<file path="src/rtl/matrix_line_fetcher.sv">
// Fetches a strided tile of lines from the line ROM and streams them downstream.
// A 2-entry row FIFO decouples ROM returns from the consumer.
module matrix_line_fetcher #(
    parameter int unsigned DATA_WIDTH = 16,
    parameter int unsigned LINE_LEN   = 16,
    parameter int unsigned MEM_DEPTH  = 256,
    parameter int unsigned MAX_ROWS   = 16,
    localparam int unsigned AW = $clog2(MEM_DEPTH),
    localparam int unsigned RW = $clog2(MAX_ROWS + 1)
) (
    input  logic                  clk,
    input  logic                  rst,
    input  logic                  start,
    input  logic [AW-1:0]         base_addr,
    input  logic [AW-1:0]         stride,
    input  logic [RW-1:0]         num_rows,
    output logic                  busy,
    output logic                  done,
    output logic                  addr_err,
    output logic                  fetch,
    output logic                  addr_use_ext,
    output logic [AW-1:0]         addr_ext,
    input  logic                  ready,
    input  logic                  line_valid,
    input  logic [AW-1:0]         used_addr,
    input  logic [DATA_WIDTH-1:0] line_in [0:LINE_LEN-1],
    output logic                  row_valid,
    input  logic                  row_ready,
    output logic [RW-1:0]         row_idx,
    output logic [DATA_WIDTH-1:0] row_data [0:LINE_LEN-1]
);

    typedef enum logic [1:0] {StIdle, StIssue, StWait, StDrain} state_e;

    state_e          state_q;
    logic [AW-1:0]   next_addr_q;
    logic [AW-1:0]   cur_addr_q;
    logic [AW-1:0]   stride_q;
    logic [RW-1:0]   num_rows_q;
    logic [RW-1:0]   issued_q;
    logic            fetch_q;
    logic            busy_q;
    logic            done_q;
    logic            addr_err_q;

    logic [DATA_WIDTH-1:0] fifo_data_q [0:1][0:LINE_LEN-1];
    logic [RW-1:0]         fifo_idx_q  [0:1];
    logic                  rd_ptr_q;
    logic                  wr_ptr_q;
    logic [1:0]            count_q;
    logic [1:0]            count_d;
    logic                  push;
    logic                  pop;
    logic                  fetch_ok;

    assign push     = (state_q == StWait) && line_valid;
    assign pop      = (count_q != 2'd0) && row_ready;
    assign count_d  = count_q + {1'b0, push} - {1'b0, pop};
    // fetch is decided from the post-update count so a free slot is guaranteed at return
    assign fetch_ok = (count_d < 2'd2);

    assign busy         = busy_q;
    assign done         = done_q;
    assign addr_err     = addr_err_q;
    assign fetch        = fetch_q;
    assign addr_use_ext = 1'b1;
    assign addr_ext     = next_addr_q;
    assign row_valid    = (count_q != 2'd0);
    assign row_idx      = fifo_idx_q[rd_ptr_q];

    always_comb begin
        for (int j = 0; j < int'(LINE_LEN); j++) begin
            row_data[j] = fifo_data_q[rd_ptr_q][j];
        end
    end

    always_ff @(posedge clk or posedge rst) begin
        if (rst) begin
            for (int i = 0; i < 2; i++) begin
                fifo_idx_q[i] <= '0;
                for (int j = 0; j < int'(LINE_LEN); j++) begin
                    fifo_data_q[i][j] <= '0;
                end
            end
            rd_ptr_q <= 1'b0;
            wr_ptr_q <= 1'b0;
            count_q  <= 2'd0;
        end else begin
            if (push) begin
                for (int j = 0; j < int'(LINE_LEN); j++) begin
                    fifo_data_q[wr_ptr_q][j] <= line_in[j];
                end
                fifo_idx_q[wr_ptr_q] <= issued_q - RW'(1);
                wr_ptr_q             <= ~wr_ptr_q;
            end
            if (pop) begin
                rd_ptr_q <= ~rd_ptr_q;
            end
            count_q <= count_d;
        end
    end

    always_ff @(posedge clk or posedge rst) begin
        if (rst) begin
            state_q     <= StIdle;
            next_addr_q <= '0;
            cur_addr_q  <= '0;
            stride_q    <= '0;
            num_rows_q  <= '0;
            issued_q    <= '0;
            fetch_q     <= 1'b0;
            busy_q      <= 1'b0;
            done_q      <= 1'b0;
            addr_err_q  <= 1'b0;
        end else begin
            done_q <= 1'b0;
            unique case (state_q)
                StIdle: begin
                    if (start) begin
                        addr_err_q <= 1'b0;
                        if (num_rows == '0) begin
                            done_q <= 1'b1;
                        end else begin
                            num_rows_q  <= num_rows;
                            stride_q    <= stride;
                            next_addr_q <= base_addr;
                            issued_q    <= '0;
                            busy_q      <= 1'b1;
                            fetch_q     <= 1'b1;
                            state_q     <= StIssue;
                        end
                    end
                end
                StIssue: begin
                    if (fetch_q && ready) begin
                        issued_q    <= issued_q + RW'(1);
                        cur_addr_q  <= next_addr_q;
                        next_addr_q <= next_addr_q + stride_q;
                        fetch_q     <= 1'b0;
                        state_q     <= StWait;
                    end else begin
                        fetch_q <= fetch_ok;
                    end
                end
                StWait: begin
                    if (line_valid) begin
                        if (used_addr != cur_addr_q) begin
                            addr_err_q <= 1'b1;
                        end
                        if (issued_q == num_rows_q) begin
                            state_q <= StDrain;
                        end else begin
                            fetch_q <= fetch_ok;
                            state_q <= StIssue;
                        end
                    end
                end
                StDrain: begin
                    if (count_d == 2'd0) begin
                        done_q  <= 1'b1;
                        busy_q  <= 1'b0;
                        state_q <= StIdle;
                    end
                end
                default: state_q <= StIdle;
            endcase
        end
    end

endmodule

</file>
<file path="config.mk">
export PLATFORM = sky130hd
export DESIGN_NAME = matrix_line_fetcher
export DESIGN_NICKNAME = d
export VERILOG_FILES = /design/src/rtl/matrix_line_fetcher.sv
export SDC_FILE = /design/constraint.sdc
export NUM_CORES = 1
export LEC_CHECK = 0
export BUFFER_PORTS_ARGS = -buffer_cell sky130_fd_sc_hd__buf_2
export CORE_MARGIN = 4
export CORE_UTILIZATION = 40
export CTS_CLUSTER_SIZE = 20
export DETAILED_ROUTE_END_ITERATION = 10
export SLEW_MARGIN = 15
export SYNTH_ARGS = -nofsm -noshare
export SYNTH_HDL_FRONTEND = slang
export SYNTH_SLANG_ARGS = --single-unit
</file>
<file path="constraint.sdc">
create_clock -name clk -period 39.3 [get_ports clk]
set_input_delay 1.965 -clock clk [delete_from_list [all_inputs] [get_ports clk]]
set_output_delay 1.965 -clock clk [all_outputs]
set_load 0.005 [all_outputs]
</file>
==> results_dict.tcl <==
set metrics [dict create \
    status "finished clean" \
    core_area_mm2 0.0634 \
    yosysSeqAreaShare_pct 55.0 \
    start_util_pct 40.6 \
    maxSlewHeadroom_pct 26.2 \
    htreeDepth 2 \
    drv_slew 0 \
    dr.pass1.iters 4 \
    total_power_mw 2.73 \
    vias 15543 \
    rsz0062_at_grt "no" \
    path_clk_slew_ps 60 \
    ys_seq_elements 566 \
    crit_type "reg2out" \
    totalWireLength_um 63600 \
    grt_pass1_vias 16890 \
    cp-end-kind "primary output" \
    hold_path_class "reg2reg" \
    placed_area_mm2 0.0292 \
    antenna_found_initial 28 \
    cts_inserted_buffers 61 \
    synthToLayoutAreaGrowth_pct 21.5 \
    synth_top_family_by_area "multiplexers" \
    power.density_mw_per_mm2 87.1 \
    timing.final.ws_setup_ps 33350 \
    placementRows 92 \
    ctsResizeCount 0 \
    cp_max_fo 72 \
    synth_edf_count 0 \
    setup_viol_count_final 0 \
    insertion_delay_ps 610 \
    die_x_um 262 \
    synth_compound_area_share_pct 1.36 \
    layout.nets 2505 \
    grt_start_max_net_pins 127 \
    yosys.area_share.simple_pct 1.49 \
    avgSynthCellArea_um2 15.6 \
    fin_crit_sh_pct 15.1 \
    postLayoutCoreUtil_pct 49.4 \
    synthXorXnorAreaFrac_pct 0.845 \
    globalRouteOverflowTotal 0 \
    synth-async-reset-ratio_pct 100 \
    max_cap_viol_count 0 \
    synth_area_mm2 0.0258 \
    cp-start-kind "flip-flop" \
    clock_skew_ps 15.4 \
    dp_hpwl_um 43500 \
    wl_per_cell_um 20.5 \
    yosys_most_used_dff "dfrtp_1" \
    fillers 5525 \
    syn_nets 1955 \
    irDropWorstVdd_mv 0.0466 \
    die-area_mm2 0.0685 \
    power_leakage_nw 15.6 \
    synthDistinctLibCells 50 \
    place_congestion 0.782 \
    pin_count 566 \
    drc_errors 0 \
    synth_fa_ha_area_share_pct 0.855 \
    layout-drive-gt1-share_pct 65.4 \
    pre_cts_slack_ps 33080 \
    cp.arrival_ps 3990 \
    finalSetupTns_ps 0 \
    port_buffers 564 \
    fp.dieH_um 262 \
    final_cell_mix "572 x mux2_2, 565 x dfrtp_1, 564 x buf_2" \
    layout_commonest_cell "mux2_2" \
    postCtsSetupBuffers 0 \
    synthMuxAreaShare_pct 37.9 \
    cts_tree "yes" \
    cts_sinks 566 \
    finalHoldViolations 0 \
    fmax_ghz 0.168 \
    grt_usage_pct 17.8 \
    grt_pass1_wl_um 97100 \
    cts_buffer_depth 3 \
    root_buffer "clkbuf_16" \
    hold_buffers 0 \
    critPathRequiredTime_ps 37330 \
    vias_per_cell 5.00 \
    r2r_setup_slack_ps 35320 \
    yosys_warnings 0 \
    ant_nets 0 \
    worstMarginPinSlew_ps 1110 \
    drt-initial-drc-count 548 \
    period_minus_slack_ps 5950 \
    final_area_mm2 0.0313 \
    netlist_instances 1647 \
]
==> Yosys cell counts, drive strengths merged, types with 8 or more instances <==
cell    instances  share of area [%]
a21oi          10               0.21
buf            86                2.2
clkbuf          9               0.13
dfrtp         566                 55
ha             16               0.78
inv            11               0.16
mux2          793                 38
nand2          31               0.45
nand3           8               0.16
nor2           14               0.20
o21ai          25               0.50
xor2           17               0.58
==> logic make-up (layout without fill, tap and decap cells) <==
kind of cell | Yosys count | after routing
other cells | 1 | 17
flops | 566 | 566
buf+inv | 106 | 707
simple gates | 80 | 80
fa+ha+maj | 17 | 17
mux | 798 | 798
compound gates | 56 | 56
xor+xnor | 23 | 23
==> state kept, by name, indices dropped and copies added, names as in the netlist <==
name,cells
done,1
fifo_data_q,512
cur_addr_q,8
rd_ptr_q,1
fifo_idx_q,10
stride_q,8
num_rows_q,5
issued_q,5
addr_err,1
busy,1
addr_ext,8
count_q,2
state_q,2
fetch,1
wr_ptr_q,1
==> stage by stage <==
stage	hold WS (ps)	cells
2_1_floorplan	444	1647
3_3_place_gp	457	2979
3_5_place_dp	466	2979
4_1_cts	480	3093
5_1_grt	509	3100
6_report	472	3110
==> worst max-delay path: stages, from the launching register on <==
cell     delay [ps]
dfrtp_4         940
buf_4           810
buf_4           900
mux2_2          430
buf_2           130
==> routing by layer <==
layer,vias to the layer above,GRT usage [%],wire [µm]
li1,7039,-,-
met1,7943,21.7,25400
met2,406,29.6,30600
met3,129,6.50,5550
met4,26,5.59,1960
met5,-,0,170
==> final timing paths <==
check | to | startpoint | cells after the start
setup reg to reg | fifo_data_q[114] | state_q[0] | 6
hold / removal | fifo_idx_q[6] | fifo_idx_q[6] | 2
min in group asynchronous | fifo_data_q[360] | rst | 2
max in group asynchronous | fifo_data_q[241] | rst | 6
hold reg to reg | fifo_idx_q[6] | fifo_idx_q[6] | 2
setup / recovery | row_data[112] | rd_ptr_q | 4
==> cell type report <==
class,instances,area [µm²],area share (%)
sequential,566,14200,45.3
multi-input combinational,975,11000,35.0
timing repair buffer,582,2990,9.55
clock buffer,99,1900,6.07
tap,846,1060,3.38
clock inverter,15,140,0.448
inverter,11,48.8,0.156
antenna,16,40.0,0.128
==> power by group <==
part / internal [mW] / switching [mW] / leakage [nW]
Clock: 0.341 / 0.234 / 1.02
Sequential: 0.869 / 0.159 / 6.91
Combinational: 0.674 / 0.451 / 7.64
No activity file was read; power rests on OpenSTA's default activity.
